--- src/rtl/seq_divider_pkg.sv ---
// Shared types and sizing helpers for the sequential restoring divider.
package div_pkg;

  typedef enum logic [1:0] {IDLE, RUN, FIX, ZERO} div_state_t;

  localparam int unsigned DEF_WIDTH = 64;

  // Counter width needed to count 0..width iterations
  function automatic int unsigned cnt_width(input int unsigned width);
    return $clog2(width + 1);
  endfunction

  localparam int unsigned CNT_W = $clog2(DEF_WIDTH + 1);

endpackage

--- src/rtl/seq_divider_if.sv ---
// Start/done handshake bundle between the execute stage and the divider.
interface seq_divider_if #(parameter int unsigned WIDTH = 64);

  logic             start;
  logic             is_signed;
  logic [WIDTH-1:0] dividend;
  logic [WIDTH-1:0] divisor;
  logic             busy;
  logic             done;
  logic [WIDTH-1:0] quotient;
  logic [WIDTH-1:0] remainder;
  logic             div_by_zero;

  modport master (
    output start, is_signed, dividend, divisor,
    input  busy, done, quotient, remainder, div_by_zero
  );

  modport slave (
    input  start, is_signed, dividend, divisor,
    output busy, done, quotient, remainder, div_by_zero
  );

endinterface

--- src/rtl/seq_divider_step.sv ---
// One restoring-division iteration: shift {rem,num} left, trial-subtract, emit a quotient bit.
module div_step #(
  parameter int unsigned WIDTH = 64
) (
  input  logic [WIDTH-1:0] rem_i,
  input  logic [WIDTH-1:0] num_i,
  input  logic [WIDTH-1:0] dvs_i,
  output logic [WIDTH-1:0] rem_c,
  output logic [WIDTH-1:0] num_c
);

  logic [WIDTH:0]   trial;
  logic [WIDTH-1:0] diff;
  logic             q_bit;

  // Trial is WIDTH+1 bits since the shifted remainder can exceed the divisor width
  always_comb begin
    trial = {rem_i, num_i[WIDTH-1]};
    q_bit = (trial >= {1'b0, dvs_i});
    diff  = WIDTH'(trial - {1'b0, dvs_i});
    rem_c = q_bit ? diff : trial[WIDTH-1:0];
    num_c = {num_i[WIDTH-2:0], q_bit};
  end

endmodule

--- src/rtl/seq_divider.sv ---
// Multi-cycle restoring divider, one quotient bit per clock, start/done handshake.
// Signed (SDIV) support is compiled in with `define SEQ_DIVIDER_SIGNED_EN.
module seq_divider
  import div_pkg::*;
#(
  parameter int unsigned WIDTH = 64
) (
  input  logic          clk,
  input  logic          rst_n,
  seq_divider_if.slave  bus
);

  localparam int unsigned         CNT_BITS = cnt_width(WIDTH);
  localparam logic [CNT_BITS-1:0] LAST_IT  = CNT_BITS'(WIDTH - 1);

  div_state_t          state_q, state_d;
  logic [CNT_BITS-1:0] cnt_q, cnt_d;
  logic [WIDTH-1:0]    rem_q, rem_d;
  logic [WIDTH-1:0]    num_q, num_d;
  logic [WIDTH-1:0]    dvs_q, dvs_d;
  logic                busy_q, busy_d;
  logic                done_q, done_d;
  logic                dbz_q, dbz_d;
  logic [WIDTH-1:0]    quotient_q, quotient_d;
  logic [WIDTH-1:0]    remainder_q, remainder_d;
  logic [WIDTH-1:0]    step_rem_c, step_num_c;

`ifdef SEQ_DIVIDER_SIGNED_EN
  logic neg_quo_q, neg_quo_d;
  logic neg_rem_q, neg_rem_d;
  logic sd_c, sv_c;
`else
  logic unused_is_signed;
  assign unused_is_signed = bus.is_signed;
`endif

  div_step #(.WIDTH(WIDTH)) u_step (
    .rem_i (rem_q),
    .num_i (num_q),
    .dvs_i (dvs_q),
    .rem_c (step_rem_c),
    .num_c (step_num_c)
  );

  always_comb begin
    state_d     = state_q;
    cnt_d       = cnt_q;
    rem_d       = rem_q;
    num_d       = num_q;
    dvs_d       = dvs_q;
    busy_d      = busy_q;
    done_d      = 1'b0;
    dbz_d       = dbz_q;
    quotient_d  = quotient_q;
    remainder_d = remainder_q;
`ifdef SEQ_DIVIDER_SIGNED_EN
    neg_quo_d   = neg_quo_q;
    neg_rem_d   = neg_rem_q;
    sd_c        = bus.is_signed & bus.dividend[WIDTH-1];
    sv_c        = bus.is_signed & bus.divisor[WIDTH-1];
`endif

    case (state_q)
      IDLE: begin
        // busy is still high during the done cycle, which blocks a same-cycle start
        busy_d = 1'b0;
        if (bus.start && !busy_q) begin
          busy_d = 1'b1;
          cnt_d  = '0;
          rem_d  = '0;
          if (bus.divisor == '0) begin
            num_d   = bus.dividend;
            dvs_d   = '0;
            state_d = ZERO;
          end else begin
`ifdef SEQ_DIVIDER_SIGNED_EN
            num_d     = sd_c ? -bus.dividend : bus.dividend;
            dvs_d     = sv_c ? -bus.divisor  : bus.divisor;
            neg_quo_d = sd_c ^ sv_c;
            neg_rem_d = sd_c;
`else
            num_d     = bus.dividend;
            dvs_d     = bus.divisor;
`endif
            state_d = RUN;
          end
        end
      end
      RUN: begin
        rem_d = step_rem_c;
        num_d = step_num_c;
        cnt_d = cnt_q + CNT_BITS'(1);
        if (cnt_q == LAST_IT) state_d = FIX;
      end
      FIX: begin
`ifdef SEQ_DIVIDER_SIGNED_EN
        quotient_d  = neg_quo_q ? -num_q : num_q;
        remainder_d = neg_rem_q ? -rem_q : rem_q;
`else
        quotient_d  = num_q;
        remainder_d = rem_q;
`endif
        dbz_d   = 1'b0;
        done_d  = 1'b1;
        state_d = IDLE;
      end
      ZERO: begin
        quotient_d  = '0;
        remainder_d = num_q;
        dbz_d       = 1'b1;
        done_d      = 1'b1;
        state_d     = IDLE;
      end
      default: state_d = IDLE;
    endcase
  end

  always_ff @(posedge clk) begin
    if (!rst_n) begin
      state_q     <= IDLE;
      cnt_q       <= '0;
      rem_q       <= '0;
      num_q       <= '0;
      dvs_q       <= '0;
      busy_q      <= 1'b0;
      done_q      <= 1'b0;
      dbz_q       <= 1'b0;
      quotient_q  <= '0;
      remainder_q <= '0;
`ifdef SEQ_DIVIDER_SIGNED_EN
      neg_quo_q   <= 1'b0;
      neg_rem_q   <= 1'b0;
`endif
    end else begin
      state_q     <= state_d;
      cnt_q       <= cnt_d;
      rem_q       <= rem_d;
      num_q       <= num_d;
      dvs_q       <= dvs_d;
      busy_q      <= busy_d;
      done_q      <= done_d;
      dbz_q       <= dbz_d;
      quotient_q  <= quotient_d;
      remainder_q <= remainder_d;
`ifdef SEQ_DIVIDER_SIGNED_EN
      neg_quo_q   <= neg_quo_d;
      neg_rem_q   <= neg_rem_d;
`endif
    end
  end

  assign bus.busy        = busy_q;
  assign bus.done        = done_q;
  assign bus.div_by_zero = dbz_q;
  assign bus.quotient    = quotient_q;
  assign bus.remainder   = remainder_q;

endmodule

--- src/flat_wrapper.sv ---
// flat-port wrapper written by rule: the top's interface ports become plain ports
module seq_divider_flat import div_pkg::*;
#(
  parameter int unsigned WIDTH = 64
)
  (clk, rst_n, bus_start, bus_is_signed, bus_dividend, bus_divisor, bus_busy, bus_done, bus_quotient, bus_remainder, bus_div_by_zero);
  seq_divider_if #(.WIDTH(WIDTH)) bus_i ();
  input  logic clk;
  input  logic rst_n;
  input wire logic [$bits(bus_i.start)-1:0] bus_start;
  input wire logic [$bits(bus_i.is_signed)-1:0] bus_is_signed;
  input wire logic [$bits(bus_i.dividend)-1:0] bus_dividend;
  input wire logic [$bits(bus_i.divisor)-1:0] bus_divisor;
  output wire logic [$bits(bus_i.busy)-1:0] bus_busy;
  output wire logic [$bits(bus_i.done)-1:0] bus_done;
  output wire logic [$bits(bus_i.quotient)-1:0] bus_quotient;
  output wire logic [$bits(bus_i.remainder)-1:0] bus_remainder;
  output wire logic [$bits(bus_i.div_by_zero)-1:0] bus_div_by_zero;
  assign bus_i.start = bus_start;
  assign bus_i.is_signed = bus_is_signed;
  assign bus_i.dividend = bus_dividend;
  assign bus_i.divisor = bus_divisor;
  assign bus_busy = bus_i.busy;
  assign bus_done = bus_i.done;
  assign bus_quotient = bus_i.quotient;
  assign bus_remainder = bus_i.remainder;
  assign bus_div_by_zero = bus_i.div_by_zero;
  seq_divider #(.WIDTH(WIDTH)) u_core (.clk(clk), .rst_n(rst_n), .bus(bus_i));
endmodule
--- config.mk ---
export PLATFORM = sky130hd
export DESIGN_NAME = seq_divider_flat
export DESIGN_NICKNAME = d
export VERILOG_FILES = /design/src/rtl/seq_divider_pkg.sv /design/src/rtl/seq_divider_if.sv /design/src/rtl/seq_divider_step.sv /design/src/rtl/seq_divider.sv /design/src/flat_wrapper.sv
export SDC_FILE = /design/constraint.sdc
export NUM_CORES = 1
export LEC_CHECK = 0
export BUFFER_PORTS_ARGS = -buffer_cell sky130_fd_sc_hd__clkbuf_2
export CORE_MARGIN = 2
export CORE_UTILIZATION = 35
export CTS_CLUSTER_SIZE = 12
export DETAILED_ROUTE_END_ITERATION = 8
export GPL_ROUTABILITY_DRIVEN = 0
export PLACE_DENSITY = 0.55
export SLEW_MARGIN = 10
export SYNTH_ARGS = -nofsm -noshare
export SYNTH_HDL_FRONTEND = slang
export SYNTH_HIERARCHICAL = 1
export SYNTH_SLANG_ARGS = --single-unit
--- constraint.sdc ---
create_clock -name clk -period 3.32 [get_ports clk]
set_input_delay 0.664 -clock clk [delete_from_list [all_inputs] [get_ports clk]]
set_output_delay 0.664 -clock clk [all_outputs]
set_load 0.03 [all_outputs]
; ---- Word level (Yosys, flattened, before mapping)
; Cells that the tools add are included.
[totals]
output_inout_bits = 131
ff_bits = 332
in_bits = 132
wordCells = 46
[op_classes]
add_sub_neg = 2
magnitude_cmp = 1
n_eq_ne = 6
muxes = 17
n_reduce_logical = 10
[op_table]
columns = cell, n
row1 = $pmux W64 S2, 4
row2 = $mux W64, 4
row3 = $ge A65 B64 Y1, 1
row4 = $logic_not A64 Y1, 1
row5 = $sub A64 B64 Y64, 1
row6 = $pmux W7 S2, 1
row7 = $add A7 B1 Y7 const B, 1
row8 = $eq A7 B6 Y1 const B, 1
row9 = $mux W7, 1
row10 = $mux W2, 3
row11 = $pmux W2 S3, 1
row12 = $reduce_and A2 Y1, 3
row13 = $eq A2 B2 Y1 const B, 2
row14 = $ne A2 B1 Y1 const B, 2
row15 = $reduce_bool A2 Y1, 2
row16 = $eq A2 B1 Y1 const B, 1
row17 = $logic_not A2 Y1, 1
row18 = $mux W1, 2
row19 = $pmux W1 S2, 1
row20 = $reduce_or A2 Y1, 1
row21 = $logic_and A1 B1 Y1, 1
row22 = $logic_not A1 Y1, 1

; ---- Logic depth before layout (Yosys ltp)
[logic_depth]
depth_word = 4
depth_mapped = 18
mapped_depth_nobuf = 15

; ---- Modules after synthesis
; The synthesis kept the hierarchy.
[modules_own_cells]
columns = mod, area_per_inst_um2, cells_per_inst, n_inst, seq_area_each_um2
row1 = seq_divider, 13723.2, 1487, 1, 6646.4
row2 = div_step, 5401.4, 785, 1, 0.0

; ---- Worst setup path after synthesis
; Ideal clock, no wire load.
[synth_path]
kind = reg-to-reg
from = register u_core.dvs_q[34]
to = register u_core.rem_q[56]
t_arrival_ps = 3333
path_buffers = 1
path_stages_with_launch = 16
slack_ps = -131
period_less_slack_ps = 3451
setup_ps = 118
t_required_ps = 3202
cell_sequence = dfxtp_1 inv_1 ha_1 a21oi_2 o21bai_1 a21oi_1 o21ai_0 a221o_1 a41oi_2 o32ai_1 o311a_4 a31oi_4 buf_6 mux2_2 a22oi_1 nor2b_1
[synth_between]
elab_chain_len = 3
word_cells_on_any_way = 4
cone_classes = 1 x add/sub / 1 x order compare / 2 x mux
[synth_lines]
columns = item, line
row1 = from (decl), seq_divider.sv:20  ; logic [WIDTH-1:0] dvs_q, dvs_d;
row2 = from (signal assigned), seq_divider.sv:139  ; dvs_q <= dvs_d;
row3 = $sub A64 B64 Y64 or $ge A65 B64 Y1 (tied branches), "seq_divider_step.sv:20, seq_divider_step.sv:19"
row4 = $mux W64 *, seq_divider_step.sv:21  ; rem_c = q_bit ? diff : trial[WIDTH-1:0];
row5 = net u_core.step_rem_c[56], seq_divider.sv:26  ; logic [WIDTH-1:0] step_rem_c, step_num_c;
row6 = $pmux W64 S2 *, seq_divider.sv:63  ; case (state_q)
row7 = to (signal assigned), seq_divider.sv:137  ; rem_q <= rem_d;
row8 = to (decl), seq_divider.sv:18  ; logic [WIDTH-1:0] rem_q, rem_d;
; The timed path passes the listed nets; every way through them passes the cells marked *.
; A chain may end at the register's enable or synchronous reset.

; ---- Final worst setup path
[layout_path]
from = register u_core.dvs_q[30]
to = register u_core.rem_q[17]
[layout_between]
elab_chain_len = 3
[layout_lines]
columns = item, line
row1 = $ge A65 B64 Y1, seq_divider_step.sv:19  ; q_bit = (trial >= {1'b0, dvs_i});
row2 = $mux W64, seq_divider_step.sv:21
row3 = net u_core.step_rem_c[17], seq_divider.sv:26
row4 = $pmux W64 S2, seq_divider.sv:63
; The timed path passes the listed nets, and every way through them passes these cells.

==> metrics.md <==
| Metric | Value |
|---|---|
| Outcome | finished, violations left |
| Combinational power share | around 60% |
| DRC | 0 |
| Drt pass-1 iters | 5 |
| Most frequent cells in the layout | nand2_1, dfxtp_1, clkbuf_2 |
| Horiz. Die Dim | between 200 and 250 um |
| Largest family of logic cells by synthesized area | compound AO/OA/AOI/OAI gates |
| XOR/XNOR share of the synthesized area | about 3% |
| Sw Pwr | between 8000 and 9000 uW |
| Number of global-route vias before repair | around 17000 |
| Buf/Inv on CP | 3 |
| Most common cell after layout, fill and taps aside | nand2_1 |
| Crit-path cells | inv_2, ha_4, a21o_1, a21boi_4, o2111ai_2, a221o_1, a41oi_4, o32ai_4, o311a_4, a31oi_4, buf_12, buf_16, mux2_4, a22oi_2, nor2b_1 |
| Setup ws final | -0.285 ns |
| Largest area contributor in the synthesized netlist | dfxtp_1 |
| Syn avg cell area | 8.42 sq um |
| Post-synthesis sequential area ratio | between 30% and 40% |
| Synth Area in Compound Gates | a little over a fifth |
| NumNets Final | between 2000 and 3000 |
| Iteration-0 DRC Markers | 851 |
| Final worst path period need | about 3.6 ns |
| RSZ-0062 raised after global routing | true |
| Max-slew violation count | 0 |
| CTS root buf | clkbuf_16 |
| Clk_skew | 0.0165 ns |
| CP max stage cell | a221o_1 |
| Wire per inst | between 15 and 20 um |
| Syn nets | approximately 2500 |
| Sw frac | a little under two fifths |
| CP Capture Type | flop |
| Worst rel slew slack | 36.7% |
| Adder-Cell Fraction of Synth Area | around 4.4% |
| Worst skew pair latency | ~0.57 ns |
| Failing checks | setup timing |
| First-pass GRT wire length | 93200 um |
| Kind of cell adding the most delay to the critical path | compound AO/OA/AOI/OAI gates |
| Cell-internal power | roughly 15000 uW |
| Maximum VDD drop | around 0.50 mV |
| Largest net degree at the start of global routing | 88 |
| DRT Wirelength | ~60000 um |
| Synth Register Bits | about 330 |
| Final std cells w/o fill | 3341 |
| Quantity of hold-fixing buffers added after cts | 0 |
| Fin crit share | 109% |
| # setup viols final | 64 |
| Core footprint | between 50000 and 60000 sq um |
| Tot Pwr | between 20000 and 25000 uW |
| Sequential share of power | approximately a fifth |
| Clock group share of total power | around a fifth |
| Port Buffers | around 260 |
| Fmax | 277 MHz |
| CTS Buf Count | 42 |
| Overall die height | roughly 240 um |
| CTS tree | done |
| Synth cell types | between 70 and 80 |
| Post-Synthesis Cells | 2272 |
| Crit-path max cell delay | 0.42 ns |
| Critical Path RT | roughly 3.8 ns |
| CP Launch Type | flop |
| Worst EP arrival | 4.05 ns |
| Lkg Pwr | approximately 0.012 uW |
| Clk slew on worst S/H paths | roughly 0.060 ns |
| PwrDens | around 950 nW/um^2 |
| Placed Area | ~22000 sq um |
| DP Cell Count | between 3000 and 4000 |
| Count of flip-flops with a built-in enable after synthesis | 0 |
| Gr usage total | around 20% |
| Top FF cell, synth | dfxtp_1 |
| Synth top area cells | dfxtp_1, nand2_1, o211a_1 |
| DR vias/cell | just over 5 |
| Total die area | between 50000 and 60000 sq um |
| Clock Sinks | around 330 |
| Starting Density | between 30% and 40% |
| Synth Area in Simple Gates | between 20% and 30% |
| Antenna-violating nets left | 0 |
| Num rows | 85 |
| Actual slew at the worst max-slew pin | ~0.95 ns |
| H-tree Lvls | 2 |
| CP Max Fanout | 13 |
| Post-synthesis mux area share | 7.09% |
| Via Count | between 15000 and 20000 |
| Yosys top cell area share | 34.8% |
| Worst slack at placement | -0.504 ns |
| Layout Cell Area excl Fill | around 25000 sq um |
| Fillers | around 5300 |
| Top-level I/O count | roughly 260 |
| Initial antenna violation count | 0 |
| N_diodes | 0 |
| CTS max path bufs | 3 |
| Grt total ovfl | 0 |
| Hpwl dp | ~42000 um |
| Post-synth ARST share | 0% |
| Worst hold path class | in -> reg |
| Crit Path Class | reg -> reg |
| # Max-Cap Violations | 0 |
| Yosys warnings | 6 |
| Area Growth Syn to Fin | 28.9% |
| Setup TNS | -15.12 ns |
| Share of post-route cells with drive strength above 1 | between 30 and 40% |
| Mapped Area | about 19000 sq um |
| Final Hold Viols | 0 |
-- layer usage --
layer	vias to the layer above	share of wire, %	GRT usage, %
met1	8215	47	27.8
met3	58	4.6	3.39
met2	329	46	33.8
met5	-	0	0
met4	0	1.7	4.63
li1	8544	-	-
-- repair_timing --
action	CTS	global route
buffers inserted	10	2
pin swaps	12	17
resized for setup	86	70
endpoints found under the setup margin	65	64
gates cloned	3	2
-- layout make-up --
class	instances	area (sq um)	area share (%)
well taps	696	871	3.53
clock buffers	57	1220	4.95
multi-input cells	1624	11800	47.9
repair buffers	527	3540	14.3
flip-flops and latches	332	6680	27.1
inverters	87	327	1.32
clock inverters	18	213	0.863
-- synthesized netlist by cell type, types with 3 or more instances --
library cell / n
nand2_1: 392
dfxtp_1: 332
nor2b_1: 201
a21oi_1: 141
o211a_1: 129
clkbuf_1: 112
inv_1: 87
buf_4: 71
a21boi_0: 69
mux2i_1: 68
a22oi_1: 65
ha_1: 65
nand3_1: 59
mux2_1: 55
o21ai_0: 46
xnor2_1: 39
nor2_1: 36
a21o_1: 33
buf_2: 25
xor2_1: 25
nand4_1: 23
nor4_1: 23
nand3_2: 20
buf_6: 15
a31oi_1: 13
and3_1: 11
o21bai_1: 10
and2_1: 9
nor3_1: 9
nand2b_1: 7
a21oi_2: 5
buf_1: 5
mux2_2: 5
o21a_1: 5
o31ai_1: 5
a211oi_1: 4
o211ai_1: 4
a221o_1: 3
a31o_2: 3
o2111ai_1: 3
o21ai_1: 3
-- worst paths after layout --
path	depth (start not counted)	startpoint	slack (ns)	end
setup reg to reg	15	u_core/dvs_q[30]	-0.28	u_core/rem_q[17]
hold reg to reg	2	u_core/dvs_q[20]	0.46	u_core/dvs_q[20]
setup / recovery	15	u_core/dvs_q[30]	-0.28	u_core/rem_q[17]
hold / removal	3	bus_divisor[20]	0.34	u_core/dvs_q[20]
-- through the flow --
| step | hold slack, ns | util, % |
|---|---|---|
| 6_report | 0.337 | 45.7 |
| 5_1_grt | 0.327 | 45.7 |
| 4_1_cts | 0.307 | 45.0 |
| 3_5_place_dp | 0.454 | 41.3 |
| 3_3_place_gp | 0.454 | 41.3 |
| 2_1_floorplan | 0.442 | - |
-- worst reg2reg max path: stages (launching register included) --
cell	delay, ns
dfxtp_2	0.33
inv_2	0.04
ha_4	0.22
a21o_1	0.20
a21boi_4	0.17
o2111ai_2	0.15
a221o_1	0.42
a41oi_4	0.30
o32ai_4	0.15
o311a_4	0.35
a31oi_4	0.20
buf_12	0.20
buf_16	0.20
mux2_4	0.32
a22oi_2	0.18
nor2b_1	0.06
-- registers in the layout, indices dropped and copies added, names as in the netlist, 2 cells and up --
signal / flops
u_core/state_q: 2
u_core/num_q: 64
u_core/cnt_q: 7
u_core/dvs_q: 64
u_core/bus.remainder: 64
u_core/bus.quotient: 64
u_core/rem_q: 64
-- power groups by stage --
stage / clock (uW) / combinational [uW] / sequential (uW)
2_1_floorplan: 0 / 8010 / 4850
3_5_place_dp: 0 / 11600 / 4840
3_3_place_gp: 0 / 11500 / 4820
4_1_cts: 4900 / 13000 / 4780
6_report: 4750 / 14000 / 4790
5_1_grt: 5060 / 15000 / 4850
-- logic make-up (layout without fill, tap and decap cells) --
kind of cell / Yosys count / in the layout
AOI/OAI and AO/OA: 566 / 566
xor gates and xnor gates: 64 / 64
adders and majority gates: 66 / 66
buffers and inverters: 316 / 689
DFF: 332 / 332
muxes: 128 / 128
and+or+nand+nor: 800 / 800
Note: power is estimated with default switching activity, not from simulation.
